### config.mk
export PLATFORM = sky130hd
export DESIGN_NAME = mul4_fitness_eval
export DESIGN_NICKNAME = d
export VERILOG_FILES = /design/src/rtl/mul4_eval_pkg.sv /design/src/rtl/mul32_seq.sv /design/src/rtl/mul4_fitness_eval.sv
export SDC_FILE = /design/constraint.sdc
export NUM_CORES = 1
export LEC_CHECK = 0
export CAP_MARGIN = 25
export CORE_ASPECT_RATIO = 1.5
export CORE_UTILIZATION = 59
export CTS_BUF_LIST = sky130_fd_sc_hd__clkbuf_8
export DETAILED_ROUTE_END_ITERATION = 16
export PLACE_DENSITY = 0.83
export SLEW_MARGIN = 0
export SYNTH_ARGS = -nofsm -noshare
export SYNTH_HDL_FRONTEND = slang
export SYNTH_HIERARCHICAL = 1
export SYNTH_SLANG_ARGS = --single-unit
export TNS_END_PERCENT = 50
### constraint.sdc
create_clock -name clk -period 12.12 [get_ports clk]
set_clock_uncertainty 0.15 [all_clocks]
set_input_delay 3.636 -clock clk [delete_from_list [all_inputs] [get_ports clk]]
set_output_delay 3.636 -clock clk [all_outputs]
set_load 0.1 [all_outputs]
### src/rtl/mul4_eval_pkg.sv
// mul4_eval_pkg: shared FSM encoding and constants for the multiplier fitness evaluator
package mul4_eval_pkg;
  typedef enum logic [2:0] {IDLE, GEN, MUL, CMP, FIN} state_t;
  localparam logic [31:0] LFSR_POLY = 32'h8020_0003;
  localparam logic [31:0] DEFAULT_SEED = 32'hACE1_2468;
  localparam int MUL_ITER = 32;
endpackage

### src/rtl/mul32_seq.sv
// mul32_seq: 32x32 unsigned shift-add multiplier, one partial product per cycle
module mul32_seq
  import mul4_eval_pkg::*;
(
  input  logic        clk,
  input  logic        rst,
  input  logic        start,
  input  logic [31:0] a,
  input  logic [31:0] b,
  output logic [63:0] product,
  output logic        valid
);
  logic [63:0] mcand;
  logic [31:0] mplier;
  logic [5:0]  cnt;
  assign valid = cnt == 6'(MUL_ITER);
  // The loading edge already folds in bit 0, so the last bit lands one edge before the FSM leaves MUL
  always_ff @(posedge clk or posedge rst)
    if (rst) begin
      product <= '0;
      mcand <= '0;
      mplier <= '0;
      cnt <= '0;
    end else if (start) begin
      product <= b[0] ? {32'h0, a} : 64'h0;
      mcand <= {31'h0, a, 1'b0};
      mplier <= {1'b0, b[31:1]};
      cnt <= 6'd1;
    end else if (cnt != 6'd0 && !valid) begin
      product <= product + (mplier[0] ? mcand : 64'h0);
      mcand <= mcand << 1;
      mplier <= mplier >> 1;
      cnt <= cnt + 6'd1;
    end
endmodule

### src/rtl/mul4_fitness_eval.sv
// mul4_fitness_eval: drives operand vectors into a candidate multiplier and accumulates
// the bit-error count of its result against an exact iterative multiplier.
module mul4_fitness_eval
  import mul4_eval_pkg::*;
#(
  parameter logic [31:0] LFSR_SEED = DEFAULT_SEED,
  parameter int          SCORE_W   = 24
) (
  input  logic               clk,
  input  logic               rst,
  input  logic               start,
  input  logic [15:0]        num_vectors,
  input  logic               vec_mode,
  input  logic [31:0]        op_a,
  input  logic [31:0]        op_b,
  output logic [15:0]        a1,
  output logic [15:0]        a0,
  output logic [15:0]        b1,
  output logic [15:0]        b0,
  input  logic [15:0]        y3,
  input  logic [15:0]        y2,
  input  logic [15:0]        y1,
  input  logic [15:0]        y0,
  output logic               busy,
  output logic               done,
  output logic [SCORE_W-1:0] score
);
  localparam logic [31:0] SEED = (LFSR_SEED == 32'h0) ? 32'h1 : LFSR_SEED;
  state_t state, state_n;
  logic [31:0] lfsr, lfsr_1, a_n, b_n, a_q, b_q;
  logic [15:0] n_vec, cnt, cnt_inc;
  logic        mode, mul_valid;
  logic [63:0] product, err;
  logic [6:0]  pc;
  logic [SCORE_W:0] sum;
  function automatic logic [31:0] lfsr_step(input logic [31:0] s);
    return (s >> 1) ^ (s[0] ? LFSR_POLY : 32'h0);
  endfunction
  assign lfsr_1 = lfsr_step(lfsr);
  assign a_n = mode ? op_a : lfsr;
  assign b_n = mode ? op_b : lfsr_1;
  assign {a1, a0} = a_q;
  assign {b1, b0} = b_q;
  assign busy = state != IDLE;
  assign done = state == FIN;
  assign cnt_inc = cnt + 16'd1;
  assign err = product ^ {y3, y2, y1, y0};
  assign sum = {1'b0, score} + {{(SCORE_W-6){1'b0}}, pc};
  always_comb begin
    pc = '0;
    for (int i = 0; i < 64; i++) pc = pc + {6'b0, err[i]};
  end
  mul32_seq u_mul (
    .clk(clk), .rst(rst), .start(state == GEN), .a(a_n), .b(b_n),
    .product(product), .valid(mul_valid)
  );
  always_ff @(posedge clk or posedge rst)
    if (rst) state <= IDLE;
    else state <= state_n;
  always_comb begin
    state_n = state;
    case (state)
      IDLE: if (start) state_n = (num_vectors == 16'd0) ? FIN : GEN;
      GEN:  state_n = MUL;
      MUL:  if (mul_valid) state_n = CMP;
      CMP:  state_n = (cnt_inc == n_vec) ? FIN : GEN;
      FIN:  state_n = IDLE;
      default: state_n = IDLE;
    endcase
  end
  always_ff @(posedge clk or posedge rst)
    if (rst) begin
      lfsr <= SEED;
      a_q <= '0;
      b_q <= '0;
      cnt <= '0;
      n_vec <= '0;
      mode <= 1'b0;
      score <= '0;
    end else begin
      if (state == IDLE && start) begin
        lfsr <= SEED;
        cnt <= '0;
        score <= '0;
        n_vec <= num_vectors;
        mode <= vec_mode;
      end
      if (state == GEN) begin
        a_q <= a_n;
        b_q <= b_n;
        lfsr <= lfsr_step(lfsr_1);
      end
      if (state == CMP) begin
        cnt <= cnt_inc;
        score <= sum[SCORE_W] ? '1 : sum[SCORE_W-1:0];
      end
    end
endmodule

Word-level counts from Yosys, hierarchy flattened:

Index checks and enable logic that the tools add are counted.

* add/subtract/negate cells: 67
* equality and inequality tests: 8
* mux-type cells: 26
* bitwise logic cells: 3
* reduce and logical (&&, ||, !) cells: 11

Operator list (number)
* 7-bit by 1-bit adder with 7-bit output: 57
* 64-bit 2-to-1 mux: 5
* 32-bit 2-to-1 mux: 9
* 24-bit 2-to-1 mux: 3
* 64-bit adder: 1
* 31-bit by 32-bit XOR with 32-bit output: 2
* 64-bit XOR: 1
* 16-bit 2-to-1 mux: 2
* 24-bit by 7-bit adder with 25-bit output: 1
* 16-bit by 1-bit adder with 16-bit output, second input constant: 1
* 16-bit equality test: 1
* 16-bit logical NOT: 1
* 3-bit 2-to-1 mux: 4
* 6-bit 2-to-1 mux: 2
* 3-bit one-hot mux with 4 select lines: 1
* 6-bit by 1-bit adder with 7-bit output: 1
* 5-bit by 1-bit adder with 6-bit output: 1
* 6-bit by 1-bit adder with 6-bit output, second input constant: 1
* 3-bit by 2-bit equality test with 1-bit output, second input constant: 2
* 6-bit equality test, second input constant: 1
* 2-bit nonzero test: 3
* 6-bit nonzero test: 1
* 4-bit by 1-bit adder with 5-bit output: 1
* 3-bit by 1-bit adder with 4-bit output: 1
* 11 further kinds: 12

* bits in registers: 322
* bits of input ports: 148
* output and inout port bits: 90
* word-level logic and storage cells: 127

Longest topological paths before layout:

* word-level depth: 67
* gate-level depth with buffers: 23
* gate-level depth less buffers: 22

Modules after synthesis:

The synthesis kept the hierarchy.

Modules (own cells, without submodules)
* mul32_seq: instances 1, cells an instance 1344, area an instance 11165.7 sq um, seq. area each 4103.9 sq um
* mul4_fitness_eval: instances 1, cells an instance 1039, area an instance 9885.7 sq um, seq. area each 3920.0 sq um

Worst setup path before layout:

No wires, ideal clock.

* path type: input to register
* from: in y1[6]
* to: reg score[15]
* library setup time: 0.101 ns
* arrival time: 9.959 ns
* data required time: 11.869 ns
* path slack: 1.910 ns
* stages on the path: 22
* path buffers: 1
* path through: xor2_1 fa_1 inv_1 fa_1 inv_1 fa_1 fa_1 fa_1 fa_1 inv_1 fa_1 fa_1 fa_1 inv_1 fa_1 a21oi_1 o211ai_1 a31oi_1 or3_1 buf_2 a41o_1 o31ai_1

* longest elaborated chain between the ends: 46

RTL lines
* start: declaration: line mul4_fitness_eval.sv:22 `input logic [15:0] y1,`
* 64-bit XOR: line mul4_fitness_eval.sv:47 `assign err = product ^ {y3, y2, y1, y0};`
* 7-bit by 1-bit adder with 7-bit output (42 in series): line mul4_fitness_eval.sv:51 `for (int i = 0; i < 64; i++) pc = pc + {6'b0, err[i]};`
* 24-bit by 7-bit adder with 25-bit output: line mul4_fitness_eval.sv:48 `assign sum = {1'b0, score} + {{(SCORE_W-6){1'b0}}, pc};`
* 24-bit 2-to-1 mux: line mul4_fitness_eval.sv:95 `score <= sum[SCORE_W] ? '1 : sum[SCORE_W-1:0];`
* 24-bit 2-to-1 mux: line mul4_fitness_eval.sv:93 `if (state == CMP) begin`
* end signal: assignment: line mul4_fitness_eval.sv:95
* end: declaration: line mul4_fitness_eval.sv:26 `output logic [SCORE_W-1:0] score`

Every way passes these cells.
A chain may end at the register's enable or synchronous reset.

Final worst setup path:

* from: in y3[12]
* to: reg score[17]

* longest elaborated chain between the ends: 8

RTL lines
* start: declaration: line mul4_fitness_eval.sv:20 `input logic [15:0] y3,`
* 64-bit XOR: line mul4_fitness_eval.sv:47
* 7-bit by 1-bit adder with 7-bit output (4 in series): line mul4_fitness_eval.sv:51
* 24-bit by 7-bit adder with 25-bit output: line mul4_fitness_eval.sv:48
* 24-bit 2-to-1 mux: line mul4_fitness_eval.sv:95
* 24-bit 2-to-1 mux: line mul4_fitness_eval.sv:93

Every way passes these cells.

==> results.py <==
metrics = {
    "global_route": {
        "grt-ovfl-total": 0,
        "antenna_found_initial": 3,
        "grt_first_pass_wirelength_um": 95630,
        "grt_pass1_vias": 18570,
        "use_met1_pct": 40.54,
        "grt_max_degree": 262,
        "grt_use_met2_pct": 56.35,
        "grt.met3_usage_pct": 4.861,
        "track_usage_pct": 33.41,
        "top_usage_layer": "met2",
    },
    "routing": {
        "wl_per_cell_um": 19.48,
        "vias": 18420,
        "wirelength_um": 59900,
        "ant_nets": 0,
        "first_pass_iters": 7,
        "viasPerCell": 5.990,
        "drc_errors": 0,
        "first_iter_violations": 1234,
    },
    "place": {
        "portBuffers": 237,
        "dp_slack_ns": 0.6988,
        "hpwl_um": 43150,
        "dp_cells": 2979,
        "gp_congestion": 0.9847,
    },
    "clock_tree": {
        "clk_latency_ns": 0.62,
        "h-tree-depth": 2,
        "cts_resized": 0,
        "cts.sinks": 320,
        "clock_path_buffers": 3,
        "postCtsHoldBufs": 0,
        "clk_pin_slew_worst_paths_ns": 0.07,
        "post-cts-setup-buffer-count": 0,
        "cts_tree": "yes",
        "cts_buffers": 49,
        "clock-root-buffer": "clkbuf_8",
    },
    "layout": {
        "register_area_sq_mm": 0.008025,
        "fillCellCount": 2776,
        "layout_commonest_cell": "nand2_1",
        "multi_input_area_sq_mm": 0.01223,
        "nets": 2857,
        "drive_above_1_share_pct": 5.925,
        "final_cell_mix": "428 x nand2_1, 306 x dfrtp_1, 237 x clkdlybuf4s50_1, 189 x o21ai_0, 164 x a21oi_1",
        "area_delta_synth_final_pct": 18.46,
        "stdcell_count": 3075,
    },
    "yosys": {
        "syn-cell-area_sq_mm": 0.02105,
        "synth_edf_count": 0,
        "yosys.cell_types.count": 86,
        "syn-instance-count": 2383,
        "yosys_warnings": 6,
        "ys_seq_elements": 320,
        "seq_area_frac_synth_pct": 38.12,
        "synth_area_per_cell_sq_um": 8.834,
        "syn_nets": 2680,
        "ys_async_sr_fraction_pct": 100.0,
        "ys.flop_type": "dfrtp_1",
    },
    "floorplan": {
        "die-area_sq_mm": 0.03646,
        "rows": 84,
        "core_sq_mm": 0.03510,
        "die_w_um": 156.2,
        "die_h_um": 233.3,
        "start_util_pct": 59.97,
        "io_pins": 238,
    },
    "run_status": {
        "status": "completed",
    },
    "critical_path": {
        "cp.required_ns": 12.50,
        "arrival_ns": 11.18,
        "critPathCaptureType": "register",
        "reg2reg_to": "score[17]",
        "reg2reg_depth": 21,
        "worstSetupStartpoint": "y3[12]",
        "r2r_slack_ns": 4.42,
        "r2r-start": "u_mul/product[38]",
        "worstSetupStartpointType": "input port",
        "path_max_fanout": 12,
        "critical_path_class": "in -> reg",
    },
    "sta": {
        "relSlewSlack_pct": 23.81,
        "final_max_slew_viol_count": 0,
        "setup_ws_ns": 1.319,
        "hold_viol": 0,
        "period_minus_slack_ns": 10.80,
        "fmax_mhz": 92.58,
        "tns_ns": 0,
        "whs_ns": 0.3453,
        "worst_slew_pin_slew_ns": 1.114,
        "period_share_pct": 89.12,
        "setup_viol": 0,
        "rsz0062_at_grt": "false",
    },
    "min_path": {
        "holdCritPathClass": "reg -> reg",
        "holdPathStages": 2,
        "min_from": "a_q[2]",
        "worstHoldEndpoint": "a_q[2]",
    },
    "run": {
        "drv_cap": 0,
    },
}
-- cells by family (layout without fill, tap and decap cells) --
kind of cell             count (synthesis)  count (layout)  share of synthesized area [%]
AND/OR/NAND/NOR                        854             854                          18.83
AO/OA/AOI/OAI                          616             616                          18.09
flip-flops                             320             320                          38.12
buffers and inverters                  211             427                          3.845
XOR/XNOR                               152             152                          6.324
adder cells (fa/ha/maj)                149             149                          10.89
multiplexers                            81              81                          3.905
other                                    0               3                              0
-- critical path, cell delays in order --
cell and delay [ns]:
clkdlybuf4s50_1 0.49, xor2_1 0.34, fa_1 0.52, fa_1 0.49, inv_1 0.05, fa_1 0.55
fa_1 0.46, fa_1 0.52, inv_1 0.05, fa_1 0.49, inv_1 0.06, fa_1 0.52
fa_1 0.53, fa_1 0.44, inv_1 0.08, fa_1 0.20, a21oi_1 0.11, o211ai_1 0.26
a31oi_1 0.23, or3_1 0.55, and4_1 0.30, a211oi_1 0.27
-- flip-flops by register name, summed over array words and instances (netlist names) --
register	count
a_q	32
b_q	32
cnt	16
lfsr	32
mode	1
n_vec	16
score	24
state	3
u_mul/cnt	6
u_mul/mcand	63
u_mul/mplier	31
u_mul/product	64
-- cell type report --
type | count | share of cell area, %
Clock buffer | 67 | 3.698
Inverter | 84 | 1.335
Clock inverter | 23 | 1.129
Antenna cell | 3 | 0.03010
Sequential cell | 320 | 32.18
Multi-Input combinational cell | 1852 | 49.03
Tap cell | 473 | 2.373
Timing Repair Buffer | 253 | 10.22
-- worst max path at each step --
stage                            to  slack [ns]  cells after the start
after detailed placement  score[17]        0.70                     22
after global placement    score[17]        0.80                     22
after CTS                 score[17]        1.34                     22
final                     score[17]        1.32                     22
after floorplan           score[15]        1.91                     22
after global routing      score[17]        1.06                     22
-- metrics by stage --
stage	utilization (%)	area, sq um
after detailed placement	67.40	23660
final	71.04	24940
after floorplan	-	21050
after global routing	71.04	24940
after global placement	67.40	23660
after CTS	70.83	24860
-- cells in the mapped netlist, types with 30 or more instances --
cell type	number	area share, %
ha_1	92	5.5
xor2_1	77	3.2
fa_1	57	5.4
nand2_1	428	7.6
a31oi_1	79	2.3
a21oi_1	164	3.9
nand3_1	55	1.3
and2_1	69	2.1
a21o_1	31	1.1
xnor2_1	75	3.1
nor2_1	135	2.4
nand2b_1	38	1.1
inv_1	82	1.5
o21ai_0	189	4.5
nor3_1	30	0.71
clkbuf_1	97	1.7
mux2i_1	72	3.4
dfrtp_1	307	36
-- per-layer routing --
| layer | routed length [um] | part of all wire, % | up-vias |
|---|---|---|---|
| met5 | 0 | 0 | - |
| li1 | - | - | 8652 |
| met4 | 3578 | 6.0 | 0 |
| met3 | 3560 | 5.9 | 186 |
| met1 | 23340 | 39 | 8910 |
| met2 | 29420 | 49 | 672 |
Power is not shown: default switching activity piles up to over one toggle a cycle in this logic, so the estimate is an artifact.
